[src/rtl/egress_tlp_arb.sv]
// Packet-atomic egress arbiter: shares one PCIe TX AXI-stream between the
// completion, read-request and write-request sources, one whole TLP per grant.
module egress_tlp_arb #(
  parameter int DATA_W   = 128,
  parameter int KEEP_W   = DATA_W / 8,
  parameter int CPL_PRIO = 0
) (
  input  logic              clk,
  input  logic              rst_n,
  input  logic [DATA_W-1:0] s_cpl_tdata,
  input  logic [KEEP_W-1:0] s_cpl_tkeep,
  input  logic              s_cpl_sop,
  input  logic              s_cpl_eop,
  input  logic              s_cpl_tvalid,
  output logic              s_cpl_tready,
  input  logic [DATA_W-1:0] s_rd_tdata,
  input  logic [KEEP_W-1:0] s_rd_tkeep,
  input  logic              s_rd_sop,
  input  logic              s_rd_eop,
  input  logic              s_rd_tvalid,
  output logic              s_rd_tready,
  input  logic [DATA_W-1:0] s_wr_tdata,
  input  logic [KEEP_W-1:0] s_wr_tkeep,
  input  logic              s_wr_sop,
  input  logic              s_wr_eop,
  input  logic              s_wr_tvalid,
  output logic              s_wr_tready,
  output logic [DATA_W-1:0] m_axis_tx_tdata,
  output logic [KEEP_W-1:0] m_axis_tx_tkeep,
  output logic              m_axis_tx_sop,
  output logic              m_axis_tx_eop,
  output logic              m_axis_tx_tvalid,
  input  logic              m_axis_tx_tready,
  output logic [15:0]       cnt_cpl,
  output logic [15:0]       cnt_rd,
  output logic [15:0]       cnt_wr
);

  typedef enum logic {IDLE, BUSY} state_t;

  state_t              state_q;
  logic [2:0]          gnt_q;
  logic [1:0]          win_q;
  logic [1:0]          rr_ptr_q;
  logic [15:0]         cnt_cpl_q, cnt_rd_q, cnt_wr_q;
  logic [DATA_W-1:0]   m_tdata_q;
  logic [KEEP_W-1:0]   m_tkeep_q;
  logic                m_sop_q, m_eop_q, m_tvalid_q;

  logic [2:0]          vld, req, rdy;
  logic [1:0]          win_d;
  logic                out_free, acc;
  logic [DATA_W-1:0]   sel_data;
  logic [KEEP_W-1:0]   sel_keep;
  logic                sel_sop, sel_eop;

  // Strict cpl priority first, then the first requester at or above ptr, wrapping.
  function automatic logic [1:0] pick(input logic [2:0] r, input logic [1:0] ptr);
    logic [1:0] p;
    int         j;
    p = ptr;
    if (CPL_PRIO != 0 && r[0]) begin
      p = 2'd0;
    end else begin
      for (int k = 2; k >= 0; k--) begin
        j = int'(ptr) + k;
        if (j >= 3) j = j - 3;
        if (r[j]) p = 2'(j);
      end
    end
    return p;
  endfunction

  assign vld      = {s_wr_tvalid, s_rd_tvalid, s_cpl_tvalid};
  assign req      = vld & {s_wr_sop, s_rd_sop, s_cpl_sop};
  assign win_d    = pick(req, rr_ptr_q);
  assign out_free = !m_tvalid_q || m_axis_tx_tready;
  assign rdy      = (state_q == BUSY && out_free) ? gnt_q : 3'b000;
  assign acc      = |(rdy & vld);

  assign s_cpl_tready = rdy[0];
  assign s_rd_tready  = rdy[1];
  assign s_wr_tready  = rdy[2];

  always_comb begin
    sel_data = '0;
    sel_keep = '0;
    sel_sop  = 1'b0;
    sel_eop  = 1'b0;
    if (gnt_q[0]) begin
      sel_data = s_cpl_tdata; sel_keep = s_cpl_tkeep; sel_sop = s_cpl_sop; sel_eop = s_cpl_eop;
    end else if (gnt_q[1]) begin
      sel_data = s_rd_tdata;  sel_keep = s_rd_tkeep;  sel_sop = s_rd_sop;  sel_eop = s_rd_eop;
    end else if (gnt_q[2]) begin
      sel_data = s_wr_tdata;  sel_keep = s_wr_tkeep;  sel_sop = s_wr_sop;  sel_eop = s_wr_eop;
    end
  end

  // Grant is held from the sop request until the eop beat is accepted.
  always_ff @(posedge clk or negedge rst_n) begin
    if (!rst_n) begin
      state_q   <= IDLE;
      gnt_q     <= '0;
      win_q     <= '0;
      rr_ptr_q  <= '0;
      cnt_cpl_q <= '0;
      cnt_rd_q  <= '0;
      cnt_wr_q  <= '0;
    end else begin
      case (state_q)
        IDLE: begin
          if (|req) begin
            win_q   <= win_d;
            gnt_q   <= 3'b001 << win_d;
            state_q <= BUSY;
          end
        end
        BUSY: begin
          if (acc && sel_eop) begin
            state_q  <= IDLE;
            gnt_q    <= '0;
            rr_ptr_q <= (win_q == 2'd2) ? 2'd0 : win_q + 2'd1;
            case (win_q)
              2'd0:    cnt_cpl_q <= cnt_cpl_q + 16'd1;
              2'd1:    cnt_rd_q  <= cnt_rd_q + 16'd1;
              default: cnt_wr_q  <= cnt_wr_q + 16'd1;
            endcase
          end
        end
        default: state_q <= IDLE;
      endcase
    end
  end

  always_ff @(posedge clk or negedge rst_n) begin
    if (!rst_n) begin
      m_tdata_q  <= '0;
      m_tkeep_q  <= '0;
      m_sop_q    <= 1'b0;
      m_eop_q    <= 1'b0;
      m_tvalid_q <= 1'b0;
    end else if (acc) begin
      m_tdata_q  <= sel_data;
      m_tkeep_q  <= sel_keep;
      m_sop_q    <= sel_sop;
      m_eop_q    <= sel_eop;
      m_tvalid_q <= 1'b1;
    end else if (m_axis_tx_tready) begin
      m_tvalid_q <= 1'b0;
    end
  end

  assign m_axis_tx_tdata  = m_tdata_q;
  assign m_axis_tx_tkeep  = m_tkeep_q;
  assign m_axis_tx_sop    = m_sop_q;
  assign m_axis_tx_eop    = m_eop_q;
  assign m_axis_tx_tvalid = m_tvalid_q;
  assign cnt_cpl          = cnt_cpl_q;
  assign cnt_rd           = cnt_rd_q;
  assign cnt_wr           = cnt_wr_q;

endmodule

[config.mk]
export PLATFORM = sky130hd
export DESIGN_NAME = egress_tlp_arb
export DESIGN_NICKNAME = d
export VERILOG_FILES = /design/src/rtl/egress_tlp_arb.sv
export SDC_FILE = /design/constraint.sdc
export NUM_CORES = 1
export LEC_CHECK = 0
export ABC_AREA = 1
export CORE_AREA = 3 3 249 251
export CTS_BUF_LIST = sky130_fd_sc_hd__clkbuf_16
export DETAILED_ROUTE_END_ITERATION = 6
export DIE_AREA = 0 0 252 254
export MAX_ROUTING_LAYER = met4
export PLACE_DENSITY_LB_ADDON = 0.1
export RECOVER_POWER = 25
export SYNTH_ARGS = -nofsm -noshare
export SYNTH_HDL_FRONTEND = slang
export SYNTH_SLANG_ARGS = --single-unit
[constraint.sdc]
create_clock -name clk -period 2.1 [get_ports clk]
set_input_delay 0.21 -clock clk [delete_from_list [all_inputs] [get_ports clk]]
set_output_delay 0.21 -clock clk [all_outputs]
set_load 0.005 [all_outputs]
==> Word level (Yosys, flattened, before mapping) <==
Cells that the tools add are included.
{ "totals": {"regBits": 203, "elab_cells": 88} }
{ "classes": {"bitwise_logic": 4, "n_lt_le_gt_ge": 6, "n_eq_ne": 4, "mux": 37, "n_reduce_logical": 15, "n_shift": 1, "add_sub_neg": 9} }
{ "op_table": {"columns": ["operator", "count"], "rows": [
  ["$mux 128", 3],
  ["$lt 32x4->1 const B", 3],
  ["$mux 32", 3],
  ["$add 16x1->16 const B", 3],
  ["$mux 16", 3],
  ["$mux 1", 16],
  ["$mux 3", 3],
  ["$reduce_and 3->1", 3],
  ["$mux 2", 4],
  ["$sub 3x2->4 const B", 2],
  ["$and 3x3->3", 2],
  ["$bmux 1 s2", 3],
  ["$ge 3x2->1 const B", 2],
  ["$pmux 3 s2", 1],
  ["$reduce_and 2->1", 3],
  ["$reduce_or 3->1", 2],
  ["$add 2x1->3 const B", 1],
  ["$add 2x2->3 const B", 1],
  ["$shl 1x2->3 const A", 1],
  ["$sub 2x2->3 const B", 1],
  ["$add 2x1->2 const B", 1],
  ["$eq 2x1->1 const B", 1],
  ["$eq 2x2->1 const B", 1],
  ["$ge 2x2->1 const B", 1],
  ["other kinds (10)", 12]
]} }

==> Longest topological paths before layout <==
Gate-level depths: netlist (run 1).
{ "depth": {"depth_word": 12, "mapped_depth": 12, "ltp_nobuf": 12} }

==> Worst setup path after synthesis (run 1) <==
No wires, ideal clock.
{ "synth_path": {"path_type": "register to register", "start": "register rr_ptr_q[0]", "end": "register gnt_q[1]", "path_buffers": 0, "synth_period_minus_slack_ns": 1.509, "setup_slack_ns": 0.591, "stages_incl_launch_ff": 12, "arrival_ns": 1.443, "t_required_ns": 2.034, "cell_sequence": "dfrtp_1 -> inv_1 -> ha_1 -> inv_1 -> nor2_1 -> o21ai_0 -> nand2_1 -> nand2_1 -> nand2_1 -> nor2_1 -> nand3_1 -> nand2_1"} }
{ "synth_via": {"elab_chain_len": 12, "elab_cells_between_ends": 26} }
{ "synth_rtl": {"columns": ["item", "line_no", "source"], "rows": [
  ["start: declaration", "44", "logic [1:0] rr_ptr_q;"],
  ["start signal: assignment", "122", "rr_ptr_q <= (win_q == 2'd2) ? 2'd0 : win_q + 2'd1;"],
  ["$add 2x2->3", "66", "j = int'(ptr) + k;"],
  ["$sub 3x2->4 or $ge 3x2->1 (tied branches)", "67", "if (j >= 3) j = j - 3;"],
  ["$mux 32", "67", null],
  ["$bmux 1 s2", "68", "if (r[j]) p = 2'(j);"],
  ["$mux 1 (not written as such) (2 in a row)", "68", null],
  ["$mux 2 (2 in a row)", "68", null],
  ["$mux 2 *", "68", null],
  ["$shl 1x2->3 *", "114", "gnt_q <= 3'b001 << win_d;"],
  ["$mux 3 *", "112", "if (|req) begin"],
  ["$pmux 3 s2 *", "110", "case (state_q)"],
  ["end signal: assignment", "114", null],
  ["end: declaration", "42", "logic [2:0] gnt_q;"]
]} }
Mark *: on every way between the ends. The rest lies on a longest branch, timed or not. The select of a mux whose other input is x is not followed.
A chain may end at the register's enable or synchronous reset.

==> Worst setup path in the final report (run 1) <==
{ "layout_path": {"start": "register gnt_q[1]", "end": "output port s_rd_tready"} }
{ "layout_via": {"elab_chain_len": 1} }
{ "layout_rtl": {"columns": ["item", "line_no", "source"], "rows": [
  ["$mux 3", "78", "assign rdy = (state_q == BUSY && out_free) ? gnt_q : 3'b000;"],
  ["end: declaration", "21", "output logic s_rd_tready,"]
]} }
Every way passes these cells.

==> metrics.md, run 1 <==
| Metric | Value |
|---|---|
| Status | `completed` |
| Mapped Avg Cell Area | `around 7.9 um2` |
| Total placed instance area | `between 15000 and 20000 um2` |
| Worst path top cell family by delay | `buffers and inverters` |
| Vias in the first global route | `13510` |
| Main synth FF type | `dfrtp_1` |
| Maximum fanout encountered on the critical timing path | `15` |
| Number of instances in the synthesized netlist | `1444` |
| Synth Net Count | `1894` |
| Max_cap viols | `0` |
| CTS tree | `done` |
| Largest net degree at the start of global routing | `65` |
| Estimated wirelength of the detail-placed design | `47220 um` |
| Worst skew pair latency | `0.56 ns` |
| Die boundary width | `252 um` |
| Power per cell area | `roughly 470 nW/um2` |
| Largest voltage drop on the vdd net | `approximately 0.54 mV` |
| Unrepaired setup endpoints after global routing | `no` |
| Maximum level of the CTS H-tree | `1` |
| Worst slew slack as a fraction of its limit | `11.95%` |
| Setup violators final | `0` |
| Total routed wirelength | `roughly 63000 um` |
| Achievable Freq | `approximately 540 MHz` |
| Number of failing hold endpoints at the final stage | `0` |
| Start point of the worst hold path | `m_axis_tx_tready` |
| Startpoint Class | `flop` |
| Worst EP required | `roughly 1.9 ns` |
| I/O pin count | `between 600 and 700` |
| Wire length per cell after detailed routing | `21.92 um` |
| Static leakage | `0.007705 uW` |
| Total number of nets in the final design | `2493` |
| Design area | `19960 um2` |
| DRC viols | `0` |
| Overall power of the completed layout | `approximately 9400 uW` |
| Die ar. | `64010 um2` |
| Capture instance of the worst register-to-register path | `cnt_rd[14]` |
| Crit-path cells | `inv_8 > buf_16 > nor2_1 > dlygate4sd2_1` |
| Post-synth ARST share | `100.0%` |
| Final period utilization | `88.84%` |
| Met3 layer usage reported by global route | `~5.8%` |
| Layer with the highest usage after global routing | `met2` |
| CP Data Arrival Time | `between 1.5 and 2 ns` |
| Start point of the critical path | `gnt_q[1]` |
| Number of buffers inserted during clock tree synthesis | `27` |
| Via Count | `13080` |
| Overflow left after global routing | `0` |
| Beginning of the worst register-to-register path | `cnt_rd[1]` |
| Flops & latches, synth | `roughly 200` |
| Number of max-slew violations in the final report | `0` |
| Count of antenna-violating nets left after detailed routing | `0` |
| Post-Place Setup Slack | `0.06394 ns` |
| Fraction of final layout cells with drive strength greater than 1 | `4.990%` |
| Final core area utilization | `33.19%` |
| Number of I/O port buffers | `641` |
| Internal reg-to-reg setup slack | `0.26 ns` |
| Total global-route track usage | `19.44%` |
| Yosys warning count | `0` |
| Placeable core region | `about 60000 um2` |
| Sink count of the clock tree | `203` |
| Critical-path top delay cell | `dfrtp_4` |
| Setup CP Type | `flop to output port` |
| Starting DRC count in detailed routing | `between 700 and 800` |
| Max stage delay on crit path | `0.51 ns` |
| RePlAce Congestion | `about 0.9` |
| Buffers plus inverters on the worst setup path | `3` |
| Final total negative setup slack | `0 ns` |
| Met2 global-route usage | `32.53%` |
| Hold Crit Depth | `2` |
| First-pass detailed-route iteration total | `5` |
| Worst min-delay path category | `input pin to flop` |
| Distinct cell type count of the synthesized netlist | `24` |
| Commonest cells after routing, fill and taps aside | `clkdlybuf4s50_1, nand2_1, dfrtp_1` |
| Clock period minus worst slack | `about 1.9 ns` |
| Post-DR vias/cell | `around 4.6` |
| Largest clock skew in the final design | `0.02327 ns` |
| Layout-stage area growth over the synthesis result | `74.08%` |
| CTS clk-pin slew, worst paths | `roughly 0.060 ns` |
| Master cell of the clock root buffer | `clkbuf_16` |
| Number of flops mapped to enable cells by yosys | `0` |
| Capturing element type of the critical path | `output port` |
| Post-synthesis cell area | `11460 um2` |
| Worst reg2reg path depth | `9` |
| First-pass GRT wire length | `90610 um` |
| Met1 Resource Use GR | `22.29%` |
| Worst min-delay path endpoint | `m_axis_tx_tvalid` |
| Transition time at the pin with the least slew margin | `1.321 ns` |
| Crit path setup slack, layout | `0.2344 ns` |
| Initial antenna violation count | `17` |
| Die height | `254 um` |
| Largest buffer count on any clock path | `3` |
| Filler instances | `6352` |
| Sequential area share after synthesis | `44.31%` |
| Number of rows created at floorplan | `90` |
| Starting density of the core | `19.06%` |
| Commonest non-fill, non-tap cell in the layout | `clkdlybuf4s50_1` |
-- repair_timing --
item / CTS / global route
cloned: 3 / 0
hold buffers: 1 / 0
buffers inserted: 3 / 0
setup endpoints to repair: 3 / 3
resized for setup: 8 / 3
hold endpoints to repair: 128 / 0
pin swaps: 1 / 0
-- cell usage after synthesis (2+ instances only) --
library cell | instances | area share, %
nor2_1 | 36 | 1.2
clkbuf_1 | 62 | 2.0
inv_2 | 4 | 0.13
nor3_1 | 22 | 0.96
o21ai_0 | 42 | 1.8
nand4_1 | 2 | 0.11
xor2_1 | 22 | 1.7
nor2_2 | 2 | 0.11
a21oi_1 | 147 | 6.4
dfrtp_1 | 203 | 44
xnor2_1 | 6 | 0.46
o21ai_1 | 142 | 6.2
nand2_1 | 280 | 9.2
nand3_2 | 3 | 0.26
nand3_1 | 197 | 8.6
ha_1 | 6 | 0.65
buf_2 | 45 | 2.0
o2bb2ai_1 | 145 | 11
buf_1 | 10 | 0.33
nand3b_1 | 6 | 0.39
inv_1 | 59 | 1.9
-- power breakdown --
part	switching, uW	internal [uW]	leakage [uW]
Combinational	246	735	0.00458
Sequential	0.0000000000000239	3910	0.00270
Clock	1900	2570	0.000420
Total	2140	7220	0.00771
-- worst max path at each step --
| stage | to | slack, ns | cells after the start |
|---|---|---|---|
| CTS | m_axis_tx_tdata[99] | 0.08 | 5 |
| global route | m_axis_tx_tdata[107] | 0.02 | 10 |
| global placement | m_axis_tx_tdata[95] | 0.12 | 9 |
| detailed placement | m_axis_tx_tdata[82] | 0.06 | 9 |
| floorplan | gnt_q[1] | 0.59 | 11 |
| finish | s_rd_tready | 0.23 | 4 |
-- logic make-up after synthesis --
family	count (synthesis)	synth area share (%)
XOR/XNOR	28	2.139
buffers and inverters	181	6.451
adder cells (fa/ha/maj)	6	0.6549
AND/OR/NAND/NOR	549	20.84
flip-flops	203	44.31
AO/OA/AOI/OAI	477	25.61
-- layout make-up --
cell class	instances	area [um2]	area share, %
Antenna cell	16	40.04	0.2006
Clock buffer	27	675.6	3.386
Clock inverter	23	163.9	0.8214
Inverter	63	261.5	1.310
Multi-Input combinational cell	1060	5644	28.28
Sequential cell	203	5091	25.51
Tap cell	782	978.4	4.903
Timing Repair Buffer	688	7101	35.58
-- state kept, by name (all words and copies together) (netlist names) --
signal	flops
m_axis_tx_tkeep	16
m_axis_tx_sop	1
cnt_rd	16
win_q	2
cnt_wr	16
gnt_q	3
m_axis_tx_tdata	128
m_axis_tx_tvalid	1
state_q	1
cnt_cpl	16
rr_ptr_q	2
m_axis_tx_eop	1
-- metal layers --
layer | share of wire [%] | up-vias | wire, um
met5 | 0 | - | 0
met4 | 3.0 | 0 | 1897
met3 | 7.9 | 76 | 4966
met2 | 48 | 497 | 30320
met1 | 41 | 6205 | 25550
li1 | - | 6297 | -
-- stage by stage --
stage	std cells	hold slack (ns)
final	2862	0.2452
after global routing	2862	0.2324
after CTS	2846	0.1365
after detailed placement	2789	0.1557
after global placement	2789	0.1629
after floorplan	1444	-0.08559
Power figures use the tool's default switching activity.
==> inputs of run 2 (changes only) <==
--- a/config.mk
+++ b/config.mk
@@ -13,6 +13,7 @@
 export MAX_ROUTING_LAYER = met4
 export PLACE_DENSITY_LB_ADDON = 0.1
 export RECOVER_POWER = 25
+export SETUP_SLACK_MARGIN = 0.4
 export SYNTH_ARGS = -nofsm -noshare
 export SYNTH_HDL_FRONTEND = slang
 export SYNTH_SLANG_ARGS = --single-unit
==> metrics.md, run 2 (synthesized netlist as in run 1, its figures left out) <==
| Metric | Value |
|---|---|
| Status | `completed` |
| Hold WS | `approximately 0.28 ns` |
| Starting density of the core | `19.06%` |
| Commonest cells after routing, fill and taps aside | `clkdlybuf4s50_1, nand2_1, nand3_1` |
| Via Count | `around 14000` |
| Worst EP required | `roughly 2.5 ns` |
| Largest voltage drop on the vdd net | `0.5440 mV` |
| Achievable Freq | `565.7 MHz` |
| Master cell of the clock root buffer | `clkbuf_16` |
| Starting DRC count in detailed routing | `around 660` |
| CTS tree | `done` |
| Layout-stage area growth over the synthesis result | `91.56%` |
| CTS clk-pin slew, worst paths | `0.06 ns` |
| Overflow left after global routing | `0` |
| Setup violators final | `0` |
| Final period utilization | `84.18%` |
| Worst slew slack as a fraction of its limit | `10.42%` |
| Layer with the highest usage after global routing | `met2` |
| Post-Place Setup Slack | `around 0.064 ns` |
| Number of rows created at floorplan | `90` |
| Total routed wirelength | `69590 um` |
| Fraction of final layout cells with drive strength greater than 1 | `14.25%` |
| Placeable core region | `60130 um2` |
| Startpoint Class | `flop` |
| Commonest non-fill, non-tap cell in the layout | `clkdlybuf4s50_1` |
| Maximum fanout encountered on the critical timing path | `64` |
| Crit path setup slack, layout | `0.3322 ns` |
| Count of antenna-violating nets left after detailed routing | `0` |
| Number of max-slew violations in the final report | `0` |
| Maximum level of the CTS H-tree | `1` |
| Power per cell area | `427.9 nW/um2` |
| Met3 layer usage reported by global route | `approximately 5.7%` |
| Filler instances | `6234` |
| Die boundary width | `252 um` |
| Largest buffer count on any clock path | `3` |
| RePlAce Congestion | `0.9203` |
| Start point of the worst hold path | `s_cpl_tdata[5]` |
| Worst min-delay path category | `input pin to flop` |
| Die height | `254 um` |
| Internal reg-to-reg setup slack | `0.33 ns` |
| Capture instance of the worst register-to-register path | `m_axis_tx_tdata[57]` |
| Vias in the first global route | `between 10000 and 15000` |
| First-pass detailed-route iteration total | `5` |
| Number of I/O port buffers | `641` |
| I/O pin count | `about 640` |
| Number of standard cells in the final layout excluding fillers | `between 2000 and 3000` |
| DRC viols | `0` |
| Setup CP Type | `flop to flop` |
| CP Data Arrival Time | `2.20 ns` |
| Wire length per cell after detailed routing | `between 20 and 25 um` |
| First-pass GRT wire length | `95420 um` |
| Post-DR vias/cell | `4.658` |
| Total global-route track usage | `about 21%` |
| Hold Crit Depth | `3` |
| Met1 Resource Use GR | `a little under a quarter` |
| FF/Latch Area | `5104 um2` |
| Largest clock skew in the final design | `approximately 0.024 ns` |
| Largest net degree at the start of global routing | `65` |
| Capturing element type of the critical path | `flop` |
| Final total negative setup slack | `0 ns` |
| Max_cap viols | `0` |
| Transition time at the pin with the least slew margin | `1.344 ns` |
| Total number of nets in the final design | `2584` |
| Static leakage | `between 0.009 and 0.01 uW` |
| Worst reg2reg path depth | `5` |
| Beginning of the worst register-to-register path | `gnt_q[0]` |
| Estimated wirelength of the detail-placed design | `47220 um` |
| Placed insts | `2789` |
| Overall power of the completed layout | `9396 uW` |
| Worst min-delay path endpoint | `m_axis_tx_tdata[5]` |
| Number of failing hold endpoints at the final stage | `0` |
| Max FFs per register | `128` |
| Clock period minus worst slack | `1.768 ns` |
| Unrepaired setup endpoints after global routing | `yes` |
| Number of buffers inserted during clock tree synthesis | `27` |
| Worst skew pair latency | `0.56 ns` |
| Die ar. | `64010 um2` |
| Initial antenna violation count | `15` |
| Met2 global-route usage | `34.99%` |
| Area of combinational cells with multiple inputs | `slightly above 6000 um2` |
| Sink count of the clock tree | `203` |
## run 2: changes by cell type in the layout (fill, tap and decap cells not counted), sizes merged
cell           previous run  this run
clkdlybuf4s50           637       503
dlygate4sd2               3       100
buf                      41       117
dlymetal6s2s              0        34
clkbuf                   30        44
bufbuf                    3         5
inv                      66        68
diode                    16        15
## run 2: worst max-delay path by stage
stage,to,from,depth (start not counted),slack [ns]
after floorplan,gnt_q[1],rr_ptr_q[0],11,0.59
after global placement,m_axis_tx_tdata[95],m_axis_tx_tready,9,0.12
after detailed placement,m_axis_tx_tdata[82],m_axis_tx_tready,9,0.06
after CTS,s_rd_tready,m_axis_tx_tvalid,6,0.27
after global routing,cnt_wr[12],rst_n,3,0.18
final,m_axis_tx_tdata[57],gnt_q[0],5,0.33
## run 2: layout make-up
class	instances	share of cell area, %
tap	782	4.456
inverter	63	1.265
timing repair buffer	777	38.64
clock buffer	27	3.077
sequential	203	23.24
timing repair inverter	2	0.1197
multi-input combinational	1060	28.28
antenna	15	0.1709
clock inverter	23	0.7464
## run 2: critical path, cell delays in order, from the launching register on
cell and delay [ns]:
dfrtp_4 0.54, buf_4 0.19, buf_12 0.17, a21oi_1 0.34, o2bb2ai_1 0.18, o21ai_1 0.09
## run 2: what timing repair did
item	4_1_cts	5_1_grt
resized for setup	190	184
endpoints found under the hold margin	128	0
setup endpoints to repair	293	236
hold buffers	1	0
cloned	15	24
pin swaps	9	11
setup buffers	48	10
## run 2: metrics by stage
step                      utilization, %  instance area (um2)
after floorplan                        -                11460
after global placement             31.49                18940
after detailed placement           31.49                18940
after CTS                          34.52                20760
after global routing               36.51                21960
final                              36.52                21960
## run 2: per-layer routing
metal  vias to the layer above  share of wire (%)
met2                       503                 49
li1                       6495                  -
met1                      6665                 40
met4                         0                3.0
met5                         -                  0
met3                        88                7.5
## run 2: power by group
part	internal, uW	switching (uW)	total [uW]
registers	3910	0.0000000000000288	3910
clock network	2570	1920	4490
logic	738	254	992
total	7220	2170	9400
